### src/rtl/rv32_cpu_cp_div_radix_if.sv
// Handshake bundle between the ALU and the divider co-processor.
// Ports: i_start/i_cpu_trap/i_div_op/i_rs1/i_rs2 (ALU -> divider), o_res/o_valid/o_busy (divider -> ALU).
// master = ALU side, slave = divider side.
interface rv32_cpu_cp_div_radix_if #(
  parameter int XLEN = 32
);
  logic            i_start;
  logic            i_cpu_trap;
  logic [2:0]      i_div_op;
  logic [XLEN-1:0] i_rs1;
  logic [XLEN-1:0] i_rs2;
  logic [XLEN-1:0] o_res;
  logic            o_valid;
  logic            o_busy;

  modport master (
    output i_start, i_cpu_trap, i_div_op, i_rs1, i_rs2,
    input  o_res, o_valid, o_busy
  );

  modport slave (
    input  i_start, i_cpu_trap, i_div_op, i_rs1, i_rs2,
    output o_res, o_valid, o_busy
  );
endinterface

### src/rtl/rv32_cpu_cp_div_radix.sv
// Iterative restoring divider for DIV/DIVU/REM/REMU, BITS_PER_CYCLE quotient bits per clock.
// Latency: o_valid in cycle XLEN/BITS_PER_CYCLE+2 after the start sample edge; divide-by-zero fast path: 2.
// No backpressure: i_start is ignored while o_busy; i_cpu_trap aborts in BUSY/FIX; result is polled via o_valid.
// Ports: i_clk, i_rstn (async active-low); bus (slave modport) carries start/trap/op/operands in,
//        o_res (held until overwritten), o_valid (one-cycle pulse), o_busy (high outside IDLE) out.
module rv32_cpu_cp_div_radix #(
  parameter int XLEN           = 32,
  parameter int BITS_PER_CYCLE = 1,
  parameter bit FAST_ZERO      = 1'b1
) (
  input  logic                     i_clk,
  input  logic                     i_rstn,
  rv32_cpu_cp_div_radix_if.slave   bus
);

  localparam int N     = XLEN / BITS_PER_CYCLE;
  localparam int CNT_W = (N > 1) ? $clog2(N) : 1;

  typedef enum logic [1:0] {S_IDLE, S_BUSY, S_FIX, S_READY} state_t;

  state_t            state_q, state_d;
  logic              is_rem_q, is_rem_d;
  logic              sign_mod_q, sign_mod_d;
  logic              zero_q, zero_d;       // fast divide-by-zero path taken
  logic [XLEN-1:0]   quo_q, quo_d;         // dividend shifts out, quotient shifts in
  logic [XLEN-1:0]   rem_q, rem_d;
  logic [XLEN-1:0]   div_q, div_d;
  logic [CNT_W-1:0]  cnt_q, cnt_d;
  logic [XLEN-1:0]   res_q, res_d;
  logic              valid_q, valid_d;
  logic              busy_q, busy_d;

  // Operand decode for the start cycle
  logic              is_signed;
  logic              rs1_neg, rs2_neg, rs2_zero;
  logic [XLEN-1:0]   rs1_abs, rs2_abs;

  assign is_signed = bus.i_div_op[2] & ~bus.i_div_op[0];
  assign rs1_neg   = is_signed & bus.i_rs1[XLEN-1];
  assign rs2_neg   = is_signed & bus.i_rs2[XLEN-1];
  assign rs2_zero  = (bus.i_rs2 == '0);
  assign rs1_abs   = rs1_neg ? (~bus.i_rs1 + XLEN'(1)) : bus.i_rs1;
  assign rs2_abs   = rs2_neg ? (~bus.i_rs2 + XLEN'(1)) : bus.i_rs2;

  // Chained restoring steps for one clock
  logic [XLEN-1:0]   step_rem, step_quo;
  logic [XLEN:0]     shifted, trial;
  logic [XLEN-1:0]   sel_val;

  always_comb begin
    state_d    = state_q;
    is_rem_d   = is_rem_q;
    sign_mod_d = sign_mod_q;
    zero_d     = zero_q;
    quo_d      = quo_q;
    rem_d      = rem_q;
    div_d      = div_q;
    cnt_d      = cnt_q;
    res_d      = res_q;
    valid_d    = 1'b0;
    busy_d     = busy_q;

    step_rem = rem_q;
    step_quo = quo_q;
    shifted  = '0;
    trial    = '0;
    for (int i = 0; i < BITS_PER_CYCLE; i++) begin
      shifted = {step_rem, step_quo[XLEN-1]};
      trial   = shifted - {1'b0, step_div()};
      // trial[XLEN] set means the subtraction went negative: restore
      if (!trial[XLEN]) step_rem = trial[XLEN-1:0];
      else              step_rem = shifted[XLEN-1:0];
      step_quo = {step_quo[XLEN-2:0], ~trial[XLEN]};
    end

    // On the fast zero path quo_q still holds |rs1|, and sign_mod restores the original rs1 for REM
    if (zero_q) sel_val = is_rem_q ? quo_q : '1;
    else        sel_val = is_rem_q ? rem_q : quo_q;

    case (state_q)
      S_IDLE: begin
        if (bus.i_start && !bus.i_cpu_trap) begin
          is_rem_d   = bus.i_div_op[1];
          sign_mod_d = bus.i_div_op[1] ? rs1_neg : ((rs1_neg ^ rs2_neg) & ~rs2_zero);
          quo_d      = rs1_abs;
          div_d      = rs2_abs;
          rem_d      = '0;
          cnt_d      = CNT_W'(N - 1);
          zero_d     = FAST_ZERO && rs2_zero;
          state_d    = (FAST_ZERO && rs2_zero) ? S_FIX : S_BUSY;
          busy_d     = 1'b1;
        end
      end
      S_BUSY: begin
        if (bus.i_cpu_trap) begin
          state_d = S_IDLE;
          busy_d  = 1'b0;
        end else begin
          rem_d = step_rem;
          quo_d = step_quo;
          if (cnt_q == '0) state_d = S_FIX;
          else             cnt_d   = cnt_q - CNT_W'(1);
        end
      end
      S_FIX: begin
        if (bus.i_cpu_trap) begin
          state_d = S_IDLE;
          busy_d  = 1'b0;
        end else begin
          res_d   = sign_mod_q ? (~sel_val + XLEN'(1)) : sel_val;
          valid_d = 1'b1;
          state_d = S_READY;
        end
      end
      S_READY: begin
        state_d = S_IDLE;
        busy_d  = 1'b0;
      end
      default: begin
        state_d = S_IDLE;
        busy_d  = 1'b0;
      end
    endcase
  end

  function automatic logic [XLEN-1:0] step_div();
    return div_q;
  endfunction

  always_ff @(posedge i_clk or negedge i_rstn) begin
    if (!i_rstn) begin
      state_q    <= S_IDLE;
      is_rem_q   <= 1'b0;
      sign_mod_q <= 1'b0;
      zero_q     <= 1'b0;
      quo_q      <= '0;
      rem_q      <= '0;
      div_q      <= '0;
      cnt_q      <= '0;
      res_q      <= '0;
      valid_q    <= 1'b0;
      busy_q     <= 1'b0;
    end else begin
      state_q    <= state_d;
      is_rem_q   <= is_rem_d;
      sign_mod_q <= sign_mod_d;
      zero_q     <= zero_d;
      quo_q      <= quo_d;
      rem_q      <= rem_d;
      div_q      <= div_d;
      cnt_q      <= cnt_d;
      res_q      <= res_d;
      valid_q    <= valid_d;
      busy_q     <= busy_d;
    end
  end

  assign bus.o_res   = res_q;
  assign bus.o_valid = valid_q;
  assign bus.o_busy  = busy_q;

endmodule

### src/flat_wrapper.sv
// flat-port wrapper written by rule: the top's interface ports become plain ports
module rv32_cpu_cp_div_radix_flat 
#(
  parameter int XLEN           = 32,
  parameter int BITS_PER_CYCLE = 1,
  parameter bit FAST_ZERO      = 1'b1
)
  (i_clk, i_rstn, bus_i_start, bus_i_cpu_trap, bus_i_div_op, bus_i_rs1, bus_i_rs2, bus_o_res, bus_o_valid, bus_o_busy);
  rv32_cpu_cp_div_radix_if #(.XLEN(XLEN)) bus_i ();
  input  logic i_clk;
  input  logic i_rstn;
  input wire logic [$bits(bus_i.i_start)-1:0] bus_i_start;
  input wire logic [$bits(bus_i.i_cpu_trap)-1:0] bus_i_cpu_trap;
  input wire logic [$bits(bus_i.i_div_op)-1:0] bus_i_div_op;
  input wire logic [$bits(bus_i.i_rs1)-1:0] bus_i_rs1;
  input wire logic [$bits(bus_i.i_rs2)-1:0] bus_i_rs2;
  output wire logic [$bits(bus_i.o_res)-1:0] bus_o_res;
  output wire logic [$bits(bus_i.o_valid)-1:0] bus_o_valid;
  output wire logic [$bits(bus_i.o_busy)-1:0] bus_o_busy;
  assign bus_i.i_start = bus_i_start;
  assign bus_i.i_cpu_trap = bus_i_cpu_trap;
  assign bus_i.i_div_op = bus_i_div_op;
  assign bus_i.i_rs1 = bus_i_rs1;
  assign bus_i.i_rs2 = bus_i_rs2;
  assign bus_o_res = bus_i.o_res;
  assign bus_o_valid = bus_i.o_valid;
  assign bus_o_busy = bus_i.o_busy;
  rv32_cpu_cp_div_radix #(.XLEN(XLEN), .BITS_PER_CYCLE(BITS_PER_CYCLE), .FAST_ZERO(FAST_ZERO)) u_core (.i_clk(i_clk), .i_rstn(i_rstn), .bus(bus_i));
endmodule
### config.mk
export PLATFORM = sky130hd
export DESIGN_NAME = rv32_cpu_cp_div_radix_flat
export DESIGN_NICKNAME = d
export VERILOG_FILES = /design/src/rtl/rv32_cpu_cp_div_radix_if.sv /design/src/rtl/rv32_cpu_cp_div_radix.sv /design/src/flat_wrapper.sv
export SDC_FILE = /design/constraint.sdc
export NUM_CORES = 1
export LEC_CHECK = 0
export BUFFER_PORTS_ARGS = -buffer_cell sky130_fd_sc_hd__buf_2
export CAP_MARGIN = 25
export CORE_UTILIZATION = 55
export DETAILED_ROUTE_END_ITERATION = 8
export PLACE_DENSITY = 0.75
export SYNTH_ARGS = -nofsm -noshare
export SYNTH_HDL_FRONTEND = slang
export SYNTH_SLANG_ARGS = --single-unit
### constraint.sdc
create_clock -name i_clk -period 9.3 [get_ports i_clk]
set_input_delay 0.465 -clock i_clk [delete_from_list [all_inputs] [get_ports i_clk]]
set_output_delay 0.465 -clock i_clk [all_outputs]
set_load 0.1 [all_outputs]
# ---- After elaboration in Yosys (flattened, before gate mapping)
# Cells that the tools add are included.
# Widths: inputs -> output; s select.
dict set report word_totals {
  elab_cells 78
  register_bits 140
  input_bits 71
  out_inout_bits 34
}
dict set report classes {
  n_mux 29
  n_reduce_logical 13
  add_sub_neg 5
  n_bitwise 12
  eq_ne 8
}
# cell count
set ops {}
lappend ops {{$mux 32} 11}
lappend ops {{$pmux 32 s2} 2}
lappend ops {{$add 32x1->32 const B} 3}
lappend ops {{$not 32->32} 3}
lappend ops {{$sub 33x32->33} 1}
lappend ops {{$logic_not 32->1} 1}
lappend ops {{$mux 5} 3}
lappend ops {{$mux 2} 5}
lappend ops {{$pmux 5 s2} 1}
lappend ops {{$pmux 2 s4} 1}
lappend ops {{$reduce_and 2->1} 4}
lappend ops {{$logic_not 5->1} 1}
lappend ops {{$mux 1} 5}
lappend ops {{$sub 5x1->5 const B} 1}
lappend ops {{$and 1x1->1} 4}
lappend ops {{$eq 2x2->1 const B} 2}
lappend ops {{$ne 2x1->1 const B} 2}
lappend ops {{$ne 2x2->1 const B} 2}
lappend ops {{$not 1->1} 4}
lappend ops {{$reduce_and 4->1} 1}
lappend ops {{$ne 3x2->1 const B} 1}
lappend ops {{$pmux 1 s3} 1}
lappend ops {{$reduce_and 3->1} 1}
lappend ops {{$eq 2x1->1 const B} 1}
lappend ops {{6 further kinds} 6}

# ---- Longest topological paths before layout
dict set report logic_depth {
  ltp_word 6
  depth_mapped 14
  depth_no_buf 13
}

# ---- Worst setup path after synthesis
# Ideal clock, no wire load.
dict set report synth_timing {
  kind {register -> register}
  from {register u_core.quo_q[31]}
  to {register u_core.rem_q[12]}
  arrival_time_ps 2847
  period_less_slack_ps 2980
  t_required_ps 9167
  path_buffers 1
  setup_time_ps 133
  path_slack_ps 6320
  stages_incl_launch_ff 14
  path_cell_list {dfrtp_1 -> inv_1 -> ha_1 -> inv_1 -> fa_1 -> a211oi_1 -> o311a_1 -> o22a_1 -> a2111oi_2 -> o211a_1 -> nor2_4 -> buf_2 -> mux2i_1 -> o21ai_0}
}
dict set report synth_via {
  elab_chain_len 4
}
# item line_no
set synth_lines {}
lappend synth_lines {{start, declared} rv32_cpu_cp_div_radix.sv:25} ;# logic [XLEN-1:0] quo_q, quo_d;
lappend synth_lines {{start signal, assigned} rv32_cpu_cp_div_radix.sv:148} ;# quo_q <= quo_d;
lappend synth_lines {{$sub 33x32->33} rv32_cpu_cp_div_radix.sv:69} ;# trial = shifted - {1'b0, step_div()};
lappend synth_lines {{$mux 32} rv32_cpu_cp_div_radix.sv:71} ;# if (!trial[XLEN]) step_rem = trial[XLEN-1:0];
lappend synth_lines {{$mux 32} rv32_cpu_cp_div_radix.sv:95} ;# if (bus.i_cpu_trap) begin
lappend synth_lines {{$pmux 32 s2} rv32_cpu_cp_div_radix.sv:80} ;# case (state_q)
lappend synth_lines {{end signal, assigned} rv32_cpu_cp_div_radix.sv:149} ;# rem_q <= rem_d;
lappend synth_lines {{end, declared} rv32_cpu_cp_div_radix.sv:26} ;# logic [XLEN-1:0] rem_q, rem_d;
# Every way passes these cells. The select of a mux whose other input is x is not followed.
# A chain may end at the register's enable or synchronous reset.

# ---- Worst setup path after layout
dict set report layout_timing {
  from {register u_core.zero_q}
  to {register u_core.res_q[28], in the netlist u_core.bus.o_res[28]}
}
dict set report layout_via {
  elab_chain_len 4
}
# item line_no
set layout_lines {}
lappend layout_lines {{start, declared} rv32_cpu_cp_div_radix.sv:24} ;# logic zero_q, zero_d;
lappend layout_lines {{start signal, assigned} rv32_cpu_cp_div_radix.sv:147} ;# zero_q <= zero_d;
lappend layout_lines {{$mux 32 (*)} rv32_cpu_cp_div_radix.sv:77} ;# if (zero_q) sel_val = is_rem_q ? quo_q : '1;
lappend layout_lines {{$not 32->32} rv32_cpu_cp_div_radix.sv:110} ;# res_d = sign_mod_q ? (~sel_val + XLEN'(1)) : sel_val;
lappend layout_lines {{$add 32x1->32} rv32_cpu_cp_div_radix.sv:110}
lappend layout_lines {{$mux 32 (*)} rv32_cpu_cp_div_radix.sv:110}
lappend layout_lines {{end signal, assigned} rv32_cpu_cp_div_radix.sv:152} ;# res_q <= res_d;
lappend layout_lines {{end, declared} rv32_cpu_cp_div_radix.sv:29} ;# logic [XLEN-1:0] res_q, res_d;
# Mark *: on every way between the ends. The rest lies on a longest branch, timed or not.

==> results.json <==
{
  "status": "complete, but fails checks",
  "violations": "DRC",
  "placed_cells": 1539,
  "cp_max_fo": 62,
  "yosys_most_used_dff": "dfrtp_1",
  "cp_top_family": "simple AND/OR/NAND/NOR gates",
  "synthMostInstantiatedCell": "nand2_1",
  "synth_top_cells_by_area": "dfrtp_1 34%, o21ai_0 8.0%, nand2_1 6.3%",
  "setup_viol": 0,
  "worst-path-buf-inv": 1,
  "synth_fa_ha_area_frac": 0.0508,
  "vias_per_cell": 6.03,
  "hpwlAfterDp_um": 19600,
  "root_buffer": "clkbuf_16",
  "core-area_mm2": 0.0181,
  "ys_top_cells_by_count": "171 x nand2_1, 163 x o21ai_0, 140 x dfrtp_1, 99 x a21oi_1, 83 x nor2_1",
  "synth_compound_area_frac": 0.233,
  "yosys_warnings": 0,
  "synthToLayoutAreaGrowth_pct": 12.7,
  "hold_viol": 0,
  "grt_pass1_vias": 9056,
  "synth_edf_count": 0,
  "yosys.area_share.simple": 0.176,
  "fin_util": 0.638,
  "vias": 9482,
  "synth_top_area_frac": 0.342,
  "cp-end-kind": "register",
  "grt-ovfl-total": 0,
  "cap_violations": 0,
  "worst_pin_slew_ns": 1.00,
  "fin_nets": 1443,
  "avgSynthCellArea_um2": 8.09,
  "cts_hold_buf": 0,
  "synthesis.nets": 1378,
  "antenna_found_initial": 0,
  "gp_routability_congestion": 0.930,
  "arrival_ns": 4.15,
  "peakVddDrop_mv": 0.190,
  "wl_met1_um": 12100,
  "num_rows": 49,
  "cpPeakStageDelay_ns": 0.61,
  "fin_cells": 1573,
  "drtIter0Drc": 816,
  "fin_crit_ns": 3.86,
  "fin_tns_setup_ns": 0,
  "grt_setup_unrepaired": "no",
  "clk_pin_slew_worst_paths_ns": 0.06,
  "yosysSeqAreaShare": 0.342,
  "path_class": "reg -> reg",
  "h-tree-depth": 4,
  "wl_met2_um": 12500,
  "max_freq_mhz": 259,
  "syn_area_mm2": 0.0102,
  "dr.pass1.iters": 9,
  "syn_inst": 1266,
  "cp-start-kind": "register",
  "cts_tree": "yes",
  "report.power.total_w": 0.00455,
  "antenna_left": 0,
  "rrSetupSlack_ns": 5.44,
  "synth_seq_cells": 140,
  "p_leak_nw": 5.04,
  "num_antenna_cells": 0,
  "clk_path_buf_depth": 2,
  "pin_count": 105,
  "grt_pass1_wl_um": 45300,
  "routed.top_layer": "met4",
  "hold_path.class": "in -> async",
  "relSlewSlack": 0.331,
  "wl_met3_um": 1580,
  "cts.sinks": 140,
  "track_usage": 0.295,
  "die_w_um": 138,
  "grt_max_degree": 80,
  "start_util": 0.567,
  "required_ns": 9.60,
  "fin_skew_ns": 0.00935,
  "path_cells": "buf_4 > or2_1 > o21ai_1 > ha_1 > a21boi_1 > nand3_1 > or3_1 > o31ai_1 > xor2_1 > o21ai_0",
  "timing.final.max_slew_violations": 0,
  "p_per_area_mw_per_mm2": 394,
  "crit_path_top_delay_cell": "or2_1",
  "fin_crit_sh": 0.415,
  "async_flop_share": 1.00,
  "portBuffers": 104,
  "synth_top_family_by_area": "compound AO/OA/AOI/OAI gates",
  "post_cts_buffers": 0,
  "die_area_mm2": 0.0192,
  "drcViolationCount": 9,
  "post_cts_resized": 0,
  "synthMuxAreaShare": 0.0540,
  "synth_top_area_cell": "dfrtp_1",
  "drive_gt1_frac": 0.123,
  "worst_hold_slack_ns": 0.0490,
  "wl_per_cell_um": 17.2,
  "synth_cell_type_count": 71,
  "numCtsBuffers": 17,
  "die_h_um": 138,
  "fillerInstances": 1590,
  "synthXorXnorAreaFrac": 0.0966,
  "clk_latency_ns": 0.44,
  "wl_um": 27000
}
-- worst paths after layout --
check / to / start / cells past startpoint
min: u_core.bus.o_valid / i_rstn / 1
min reg2reg: u_core.bus.o_res[12] / u_core.bus.o_res[12] / 2
min in group i_clk: u_core.is_rem_q / bus_i_div_op[1] / 2
max: u_core.bus.o_res[28] / u_core.zero_q / 10
max reg2reg: u_core.bus.o_res[28] / u_core.zero_q / 10
max in group asynchronous: u_core.div_q[17] / i_rstn / 2
-- through the flow --
stage,worst slack (ns),instance area (um^2)
floorplan,6.32,10200
global placement,5.46,10900
detailed placement,5.40,10900
CTS,5.33,11500
global route,5.15,11500
finish,5.44,11500
-- flip-flops by register name, summed over array words and instances, names as in the netlist --
| signal | cells |
|---|---|
| u_core.quo_q | 32 |
| u_core.cnt_q | 5 |
| u_core.rem_q | 32 |
| u_core.sign_mod_q | 1 |
| u_core.zero_q | 1 |
| u_core.bus.o_busy | 1 |
| u_core.is_rem_q | 1 |
| u_core.bus.o_valid | 1 |
| u_core.state_q | 2 |
| u_core.bus.o_res | 32 |
| u_core.div_q | 32 |
-- final cells by class --
class                      instances  area [um^2]  share of cell area
clock buffer                      20          447              0.0387
sequential                       140         3500               0.304
timing repair buffer             115          639              0.0554
multi-input combinational       1001         6260               0.542
inverter                          56          210              0.0182
clock inverter                    12          194              0.0168
tap                              229          287              0.0248
-- routing by layer --
metal / vias to the layer above / GRT usage
li1: 4655 / -
met1: 4482 / 0.395
met3: 55 / 0.0561
met2: 290 / 0.475
met5: - / 0
met4: 0 / 0.112
-- placed cells by master (no fill, tap or decap), types with 29 or more instances in the layout --
master / instances
xor2_1: 69
nor3_1: 29
a21oi_1: 99
inv_1: 55
xnor2_1: 44
nand2_1: 171
dfrtp_1: 139
nand3_1: 32
buf_2: 103
mux2i_1: 53
nor2_1: 82
ha_1: 40
o21ai_0: 162
-- logic make-up after synthesis --
kind of cell | after synthesis
compound gates | 399
simple gates | 393
flops | 140
buf+inv | 125
xor+xnor | 113
mux | 55
fa+ha+maj | 41
-- where the power goes --
part	leakage (nW)	switching, W	internal, W
Combinational	2.96	0.00176	0.000881
Clock	0.310	0.000272	0.000481
Sequential	1.78	0.000292	0.000864
(Power assumes the default switching activity.)
